`src/rtl/sm4_rk_buffer.sv`:
```
// SM4 round-key buffer: captures ROUNDS keys in generation order, then serves
// them forward (encrypt) or reversed (decrypt) with a valid/ready handshake.
module sm4_rk_buffer #(
  parameter int WORD_WIDTH = 32,
  parameter int ROUNDS     = 32
) (
  input  logic                  clk,
  input  logic                  rst,
  input  logic                  clear,
  input  logic                  wr_valid,
  input  logic [WORD_WIDTH-1:0] wr_rk,
  output logic                  wr_ready,
  output logic                  keys_ready,
  input  logic                  rd_start,
  input  logic                  rd_decrypt,
  output logic                  rd_valid,
  input  logic                  rd_ready,
  output logic [WORD_WIDTH-1:0] rd_rk,
  output logic                  rd_last
);

  localparam int PTR_W = (ROUNDS > 1) ? $clog2(ROUNDS) : 1;
  localparam logic [PTR_W-1:0] LAST_IDX = PTR_W'(ROUNDS - 1);
  localparam logic [PTR_W-1:0] ONE      = PTR_W'(1);

  typedef enum logic [1:0] {EMPTY, FILL, FULL, READ} state_t;

  state_t                state;
  state_t                state_nxt;
  logic [WORD_WIDTH-1:0] mem [ROUNDS];
  logic [PTR_W-1:0]      wr_ptr;
  logic [PTR_W-1:0]      rd_ptr;
  logic [PTR_W-1:0]      rd_ptr_nxt;
  logic [PTR_W-1:0]      start_idx;
  logic [PTR_W-1:0]      start_end;
  logic [PTR_W-1:0]      pass_end;
  logic                  dec;
  logic                  wr_fire;
  logic                  start_fire;
  logic                  rd_fire;

  always_ff @(posedge clk) begin
    if (rst) state <= EMPTY;
    else     state <= state_nxt;
  end

  always_comb begin
    state_nxt  = state;
    wr_ready   = 1'b0;
    keys_ready = 1'b0;
    case (state)
      EMPTY, FILL: begin
        wr_ready = 1'b1;
        if (wr_valid) state_nxt = (wr_ptr == LAST_IDX) ? FULL : FILL;
      end
      FULL: begin
        keys_ready = 1'b1;
        if (rd_start) state_nxt = READ;
      end
      READ: begin
        keys_ready = 1'b1;
        if (rd_valid && rd_ready && rd_last) state_nxt = FULL;
      end
      default: state_nxt = EMPTY;
    endcase
    if (clear) state_nxt = EMPTY;
  end

  // Handshake qualifiers; clear and rst suppress every side effect.
  assign wr_fire    = wr_ready && wr_valid && !clear && !rst;
  assign start_fire = (state == FULL) && rd_start && !clear;
  assign rd_fire    = rd_valid && rd_ready && !clear;

  assign start_idx  = rd_decrypt ? LAST_IDX : '0;
  assign start_end  = rd_decrypt ? '0 : LAST_IDX;
  assign pass_end   = dec ? '0 : LAST_IDX;
  assign rd_ptr_nxt = dec ? (rd_ptr - ONE) : (rd_ptr + ONE);

  always_ff @(posedge clk) begin
    if (wr_fire) mem[wr_ptr] <= wr_rk;
  end

  always_ff @(posedge clk) begin
    if (rst) begin
      wr_ptr   <= '0;
      rd_ptr   <= '0;
      dec      <= 1'b0;
      rd_valid <= 1'b0;
      rd_last  <= 1'b0;
      rd_rk    <= '0;
    end else if (clear) begin
      wr_ptr   <= '0;
      rd_ptr   <= '0;
      rd_valid <= 1'b0;
      rd_last  <= 1'b0;
    end else begin
      if (wr_fire) wr_ptr <= (wr_ptr == LAST_IDX) ? '0 : (wr_ptr + ONE);
      if (start_fire) begin
        dec      <= rd_decrypt;
        rd_ptr   <= start_idx;
        rd_rk    <= mem[start_idx];
        rd_valid <= 1'b1;
        rd_last  <= (start_idx == start_end);
      end else if (rd_fire) begin
        // rd_ptr stops on the final key so the pass never wraps.
        if (rd_last) begin
          rd_valid <= 1'b0;
          rd_last  <= 1'b0;
        end else begin
          rd_ptr  <= rd_ptr_nxt;
          rd_rk   <= mem[rd_ptr_nxt];
          rd_last <= (rd_ptr_nxt == pass_end);
        end
      end
    end
  end

endmodule

```
`config.mk`:
```
export PLATFORM = sky130hd
export DESIGN_NAME = sm4_rk_buffer
export DESIGN_NICKNAME = d
export VERILOG_FILES = /design/src/rtl/sm4_rk_buffer.sv
export SDC_FILE = /design/constraint.sdc
export NUM_CORES = 1
export LEC_CHECK = 0
export CAP_MARGIN = 20
export CORE_AREA = 2 2 267 269
export CTS_BUF_LIST = sky130_fd_sc_hd__clkbuf_2 sky130_fd_sc_hd__clkbuf_4 sky130_fd_sc_hd__clkbuf_8
export CTS_CLUSTER_SIZE = 20
export DETAILED_ROUTE_END_ITERATION = 16
export DIE_AREA = 0 0 269 271
export MAX_ROUTING_LAYER = met4
export PLACE_DENSITY = 0.77
export SKIP_CTS_REPAIR_TIMING = 1
export SLEW_MARGIN = 20
export SYNTH_ARGS = -nofsm -noshare
export SYNTH_HDL_FRONTEND = slang
export SYNTH_SLANG_ARGS = --single-unit
```
`constraint.sdc`:
```
create_clock -name clk -period 3.8 [get_ports clk]
set_input_delay 0.57 -clock clk [delete_from_list [all_inputs] [get_ports clk]]
set_output_delay 0.57 -clock clk [all_outputs]
set_load 0.01 [all_outputs]
```
==> impl_results.md, run 1 <==
- Status: complete, no violations
- WP buf/inv: 2
- Most numerous cell in the Yosys netlist: edfxtp_1
- First-pass GRT wire length: 148000 um
- Crit. End Element: flip-flop
- Share of cells above drive strength 1: 29.8%
- Max-slew violation count: 0
- CTS tree: done
- Via count: 21900
- PD cells: 474 mW/mm^2
- Area of the die: 0.0729 mm^2
- Io pins: 75
- Min Hold Slack: 251 ps
- Synth async-reset ratio: 0%
- Max cap viols: 0
- DRC violation count after routing: 0
- Htree depth: 4
- Worst Path Required: 4450 ps
- Largest fanout on the critical path: 62
- Register bit total from synthesis: 1071
- Final hold viol count: 0
- CP Class: flip-flop to flip-flop
- Worst slew margin: 22.1%
- Clk sinks: 1071
- Synth Area per Inst: 20.5 um^2
- Routability Congestion: 0.913
- Tcrit/Tclk final: 97.1%
- Clk slew on worst S/H paths: 60 ps
- Netlist cell types: 45
- GR Util All Layers: 29.3%
- Syn Inst Count: 2037
- Worst Max-Slew Pin Slew: 1170 ps
- RSZ-0062 raised after global routing: no
- Final Setup Violations: 0
- Most frequent CP cell: buf_12
- Die height: 271 um
- Kind of start point of the critical path: flip-flop
- Leak pwr: 14.7 nW
- Pin count of the biggest net entering global routing: 84
- Vias in the first global route: 22600
- Critical path cell sequence: fa_4 -> buf_12 -> buf_12 -> mux4_2 -> mux2i_1 -> nor3_1 -> a2111oi_1 -> a21oi_1
- Synth top area share: 73.5%
- Synth area leaders: edfxtp_1 (74%), mux4_2 (15%), dfxtp_1 (2.3%)
- EDFF count, synth: 1024
- Iter 0 DRT Violations: 2822
- Core ar.: 0.0698 mm^2
- Setup TNS: 0 ps
- Area grow syn2layout: 13.8%
- Dpl hpwl: 57000 um
- Post-Syn Area: 0.0418 mm^2
- Slowest cell on the critical path: fa_4
- Clock Latency Late Sink: 820 ps
- DR WL/cell: 30.0 um
- CP arrival: 4340 ps
- Tmin final: 3690 ps
- CTS Root Cell: clkbuf_8
- Hold crit path type: primary input to flip-flop
- Clk_skew: 31.8 ps
- Total CTS buffers: 164
- Top Family by Delay on Critical Path: adder cells
- Die Wd: 269 um
- Vias per cell: 6.58
- Synthesized Nets: 2085
- Final WL: 99700 um
- Seq/Total Area, Yosys: 75.8%
- Slowest cell delay on critical path: 880 ps
- Longest Clk Path Bufs: 3
- IO buf count: 74
- Initial Utilization: 59.9%
- Yosys warnings: 0
- Top cells by count, synth: edfxtp_1 (1024), mux4_2 (271), nand2_1 (150), mux2i_1 (65), a21oi_1 (61)
- Final ANT Viol Nets: 0
- Num rows: 97
- Grt ovf: 0
- Max VDD drop: 0.000352 V
- Initial antenna violation count: 2
- Synth area leader: edfxtp_1
- Nets: 2296
- FMAX: 271 MHz
- Fin util: 68.2%
- TritonRoute pass-1 iters: 6
- Predominant post-synthesis flop cell: edfxtp_1
==> worst reg2reg max path: stages (launching register included) <==
cell	delay, ps
dfxtp_4	430
fa_4	880
buf_12	330
buf_12	380
mux4_2	360
mux2i_1	270
nor3_1	80
a2111oi_1	600
a21oi_1	190
==> cell usage in the layout, fill, tap and decap left out, types with 25 or more instances in the layout <==
cell type	n
nand2_1	150
edfxtp_1	1024
nor3_1	37
nand3_1	53
buf_4	64
nor2_4	33
nor2_1	25
clkinv_1	35
mux2i_1	65
clkbuf_4	57
a21oi_1	61
buf_12	31
dfxtp_1	46
clkbuf_8	177
clkdlybuf4s50_1	51
mux4_2	271
nand4_1	31
==> final timing paths <==
path | start | endpoint | slack [ps] | depth (start not counted)
worst max-delay path | rd_ptr[0] | rd_rk[3] | 110 | 8
worst min-delay path | rst | rd_ptr[0] | 250 | 3
worst max register to register | rd_ptr[0] | rd_rk[3] | 110 | 8
worst min register to register | rd_valid | rd_valid | 500 | 2
==> metrics by stage <==
stage / power (mW) / cells / setup WS (ps) / area, um^2
floorplan: 13.2 / 2037 / 478 / 41800
global placement: 13.5 / 3022 / 219 / 44500
finish: 22.6 / 3323 / 111 / 47600
CTS: 22.7 / 3321 / 164 / 47700
detailed placement: 13.5 / 3022 / 179 / 44500
global route: 23.2 / 3322 / 36.9 / 47600
==> final cells by class <==
class,instances,area (um^2)
clock inverter,65,373
multi-input combinational,839,9750
fill,4255,22200
inverter,3,11.3
clock buffer,234,2860
sequential,1071,31700
antenna,2,5.00
timing repair buffer,169,1730
tap,940,1180
==> power breakdown <==
part	switching (mW)	total, mW	leakage (nW)	internal [mW]
registers	0.00888	12.9	9.59	12.9
clock network	4.34	9.33	1.72	5.00
logic	0.229	0.284	3.45	0.0543
==> cells by family (layout without fill, tap and decap cells) <==
logic type | count (synthesis) | in the layout | synth area share [%]
mux | 336 | 336 | 16.2
flops | 1071 | 1071 | 75.8
buf+inv | 127 | 471 | 1.65
compound gates | 141 | 141 | 2.26
xor+xnor | 6 | 6 | 0.162
fa+ha+maj | 9 | 9 | 0.287
simple gates | 347 | 347 | 3.71
other cells | 0 | 2 | 0
==> routing by layer <==
metal	vias to the layer above	global-route usage, %	wire [um]
li1	8874	-	-
met1	11400	39.8	37300
met2	1376	44.3	47900
met3	223	6.67	11400
met4	0	10.2	3130
met5	-	-	0
==> registers in the layout (all words and copies together), names as in the netlist <==
name / flops
dec: 1
mem: 1024
rd_last: 1
rd_ptr: 5
rd_rk: 32
rd_valid: 1
state: 2
wr_ptr: 5
Power figures use the tool's default switching activity.
==> run 2: changes to the inputs <==
--- a/config.mk
+++ b/config.mk
@@ -5,14 +5,16 @@
 export SDC_FILE = /design/constraint.sdc
 export NUM_CORES = 1
 export LEC_CHECK = 0
+export ABC_CLOCK_PERIOD_IN_PS = 3800
 export CAP_MARGIN = 20
 export CORE_AREA = 2 2 267 269
 export CTS_BUF_LIST = sky130_fd_sc_hd__clkbuf_2 sky130_fd_sc_hd__clkbuf_4 sky130_fd_sc_hd__clkbuf_8
 export CTS_CLUSTER_SIZE = 20
 export DETAILED_ROUTE_END_ITERATION = 16
 export DIE_AREA = 0 0 269 271
+export GPL_TIMING_DRIVEN = 0
 export MAX_ROUTING_LAYER = met4
-export PLACE_DENSITY = 0.77
+export PLACE_DENSITY_LB_ADDON = 0.2
 export SKIP_CTS_REPAIR_TIMING = 1
 export SLEW_MARGIN = 20
 export SYNTH_ARGS = -nofsm -noshare
==> run 2 against run 1 <==
Clock-buffer cell count decreased by 4. Total power increased by 0.32%. Die area unchanged. Critical path type unchanged. Critical endpoint is now rd_rk[8].
==> impl_results.md, run 2 (synthesis results as in run 1) <==
- Htree depth: 4 (unchanged)
- Num rows: 97 (unchanged)
- Largest fanout on the critical path: 10 (was 62)
- Via count: 21500 (was 21900)
- Reg2reg path depth: 9 (was 8)
- Nets: 2359 (was 2296)
- Clock share of power: 41.6% (was 41.4%)
- Power, Total: 22.6 mW (about the same)
- Tcrit/Tclk final: 92.1% (was 97.1%)
- DR WL/cell: 28.4 um (was 30.0 um)
- Kind of start point of the critical path: flip-flop (unchanged)
- First-pass GRT wire length: 143000 um (was 148000 um)
- Pre-CTS setup slack: -235 ps (was 179 ps)
- Tmin final: 3500 ps (was 3690 ps)
- Area after DPL: 0.0447 mm^2 (was 0.0445 mm^2)
- Area occupied by multi-input gates: 0.00968 mm^2 (was 0.00975 mm^2)
- RR Endpoint: rd_rk[8] (was rd_rk[3])
- Leak pwr: 14.9 nW (was 14.7 nW)
- Final Setup Violations: 0 (unchanged)
- Max-slew violation count: 0 (unchanged)
- CP arrival: 4150 ps (was 4340 ps)
- P_sw: 4.57 mW (about the same)
- Top Family by Delay on Critical Path: buffers and inverters (was adder cells)
- PD cells: 473 mW/mm^2 (was 474 mW/mm^2)
- Critical path cell sequence: fa_1 -> buf_2 -> buf_4 -> clkbuf_1 -> mux4_2 -> mux2i_1 -> nor3_1 -> a2111oi_2 -> a21oi_1 (was fa_4 -> buf_12 -> buf_12 -> mux4_2 -> mux2i_1 -> nor3_1 -> a2111oi_1 -> a21oi_1)
- Longest Clk Path Bufs: 3 (unchanged)
- Initial Utilization: 59.9% (unchanged)
- Most frequent cells in the layout: edfxtp_1 (1024), mux4_2 (271), clkbuf_8 (175), nand2_1 (150), mux2i_1 (65) (was edfxtp_1 (1024), mux4_2 (271), clkbuf_8 (177), nand2_1 (150), mux2i_1 (65))
- CTS tree: done (unchanged)
- GR Util All Layers: 28.2% (was 29.3%)
- Area grow syn2layout: 14.4% (was 13.8%)
- Worst setup startpoint: dec (was rd_ptr[0])
- Worst Hold Path EP: mem[26][13] (was rd_ptr[0])
- Max reg flops: 1024 (unchanged)
- Clk_skew: 34.1 ps (was 31.8 ps)
- Filler cells: 4416 (was 4255)
- R2R Setup Slk: 300 ps (was 110 ps)
- Final ANT Viol Nets: 0 (unchanged)
- DRC violation count after routing: 0 (unchanged)
- Clk slew on worst S/H paths: 60 ps (about the same)
- Commonest non-fill, non-tap cell in the layout: edfxtp_1 (unchanged)
- IO buf count: 72 (was 74)
- Die height: 271 um (unchanged)
- Crit. End Element: flip-flop (unchanged)
- Top reg by flops: mem (unchanged)
- Total CTS buffers: 166 (was 164)
- RSZ-0062 raised after global routing: no (unchanged)
- Iter 0 DRT Violations: 2194 (was 2822)
- Sw Share: 20.2% (was 20.3%)
- FMAX: 286 MHz (was 271 MHz)
- Final WL: 96200 um (was 99700 um)
- Final worst setup slack: 299 ps (was 111 ps)
- Post-route cell area: 0.0479 mm^2 (was 0.0476 mm^2)
- Hold path startpoint: wr_rk[13] (was rst)
- Worst Path Required: 4450 ps (about the same)
- Area of the die: 0.0729 mm^2 (unchanged)
- Clk sinks: 1071 (unchanged)
- Share of cells above drive strength 1: 29.3% (was 29.8%)
- Regs by FF count: mem: 1024 flops, rd_rk: 32 flops (unchanged)
- Worst Max-Slew Pin Slew: 1110 ps (was 1170 ps)
- Reg area: 0.0317 mm^2 (about the same)
- Initial antenna violation count: 1 (was 2)
- Vias per cell: 6.35 (was 6.58)
- Crit. path cell count: 9 (was 8)
- Reg-to-Reg Start: dec (was rd_ptr[0])
- Routability Congestion: 0.933 (was 0.913)
- Clock Latency Late Sink: 790 ps (was 820 ps)
- Int Power: 18.1 mW (was 18.0 mW)
- Final hold viol count: 0 (unchanged)
- Status: complete, no violations (unchanged)
- Dpl hpwl: 63700 um (was 57000 um)
- Max cap viols: 0 (unchanged)
- Sequential cell fraction of total power: 57.2% (was 57.4%)
- Max VDD drop: 0.000352 V (about the same)
- Die Wd: 269 um (unchanged)
- Hold crit path type: primary input to flip-flop (unchanged)
- Slowest cell delay on critical path: 600 ps (was 880 ps)
- Cells after DPL: 3083 (was 3022)
- Hold Path Stages: 1 (was 3)
- Fin util: 68.6% (was 68.2%)
- Worst slew margin: 25.5% (was 22.1%)
- Vias in the first global route: 22100 (was 22600)
- WP buf/inv: 3 (was 2)
- Pin count of the biggest net entering global routing: 33 (was 84)
- CP Class: flip-flop to flip-flop (unchanged)
- Core ar.: 0.0698 mm^2 (unchanged)
- CTS Root Cell: clkbuf_8 (unchanged)
- Non-Filler Instances: 3391 (was 3323)
- Io pins: 75 (unchanged)
- Grt ovf: 0 (unchanged)
- Logic gate share of total power: 1.2% (was 1.3%)
- Slowest cell on the critical path: clkbuf_1 (was fa_4)
- TritonRoute pass-1 iters: 6 (unchanged)
==> run 2: worst max-delay path by stage <==
| stage | endpoint | slack, ps |
|---|---|---|
| after floorplan | mem[30][0] | 480 |
| final | rd_rk[8] | 300 |
| after CTS | rd_rk[9] | 260 |
| after global placement | mem[18][23] | -2120 |
| after detailed placement | mem[18][22] | -230 |
| after global routing | rd_rk[2] | 160 |
==> run 2: power groups by stage <==
| stage | combinational (mW) | clock (mW) | sequential [mW] |
|---|---|---|---|
| floorplan | 0.0492 | 0 | 13.2 |
| global placement | 0.252 | 0 | 13.2 |
| detailed placement | 0.274 | 0 | 13.2 |
| CTS | 0.275 | 9.57 | 13.0 |
| global route | 0.284 | 10.1 | 12.9 |
| finish | 0.263 | 9.42 | 12.9 |
==> run 2: through the flow <==
| stage | hold WS, ps | setup TNS, ps |
|---|---|---|
| after floorplan | 471 | 0 |
| after global placement | 461 | -1737190 |
| after detailed placement | 481 | -40360 |
| after CTS | 303 | 0 |
| after global routing | 288 | 0 |
| final | 307 | 0 |
==> run 2: area by class of cell <==
type                       instances  share of cell area, %
inverter                           3                 0.0235
buffer                           124                   1.42
sequential                      1071                   66.2
clock buffer                     230                   5.90
antenna                            1                0.00523
tap                              940                   2.46
timing repair buffer             106                   2.78
clock inverter                    77                  0.962
multi-input combinational        839                   20.2
==> run 2: layer usage <==
layer  GRT usage [%]  share of wire, %  vias up
li1                -                 -     9014
met1            38.1                40    11300
met2            43.9                50      992
met3            5.11               7.1      193
met4            9.72               3.2        0
met5               -                 0        -
==> run 3: changes to the inputs <==
--- a/config.mk
+++ b/config.mk
@@ -6,7 +6,6 @@
 export NUM_CORES = 1
 export LEC_CHECK = 0
 export ABC_CLOCK_PERIOD_IN_PS = 3800
-export CAP_MARGIN = 20
 export CORE_AREA = 2 2 267 269
 export CTS_BUF_LIST = sky130_fd_sc_hd__clkbuf_2 sky130_fd_sc_hd__clkbuf_4 sky130_fd_sc_hd__clkbuf_8
 export CTS_CLUSTER_SIZE = 20
==> results of run 3 <==
No change in the layout: final DEF, timing and power equal those of run 2.
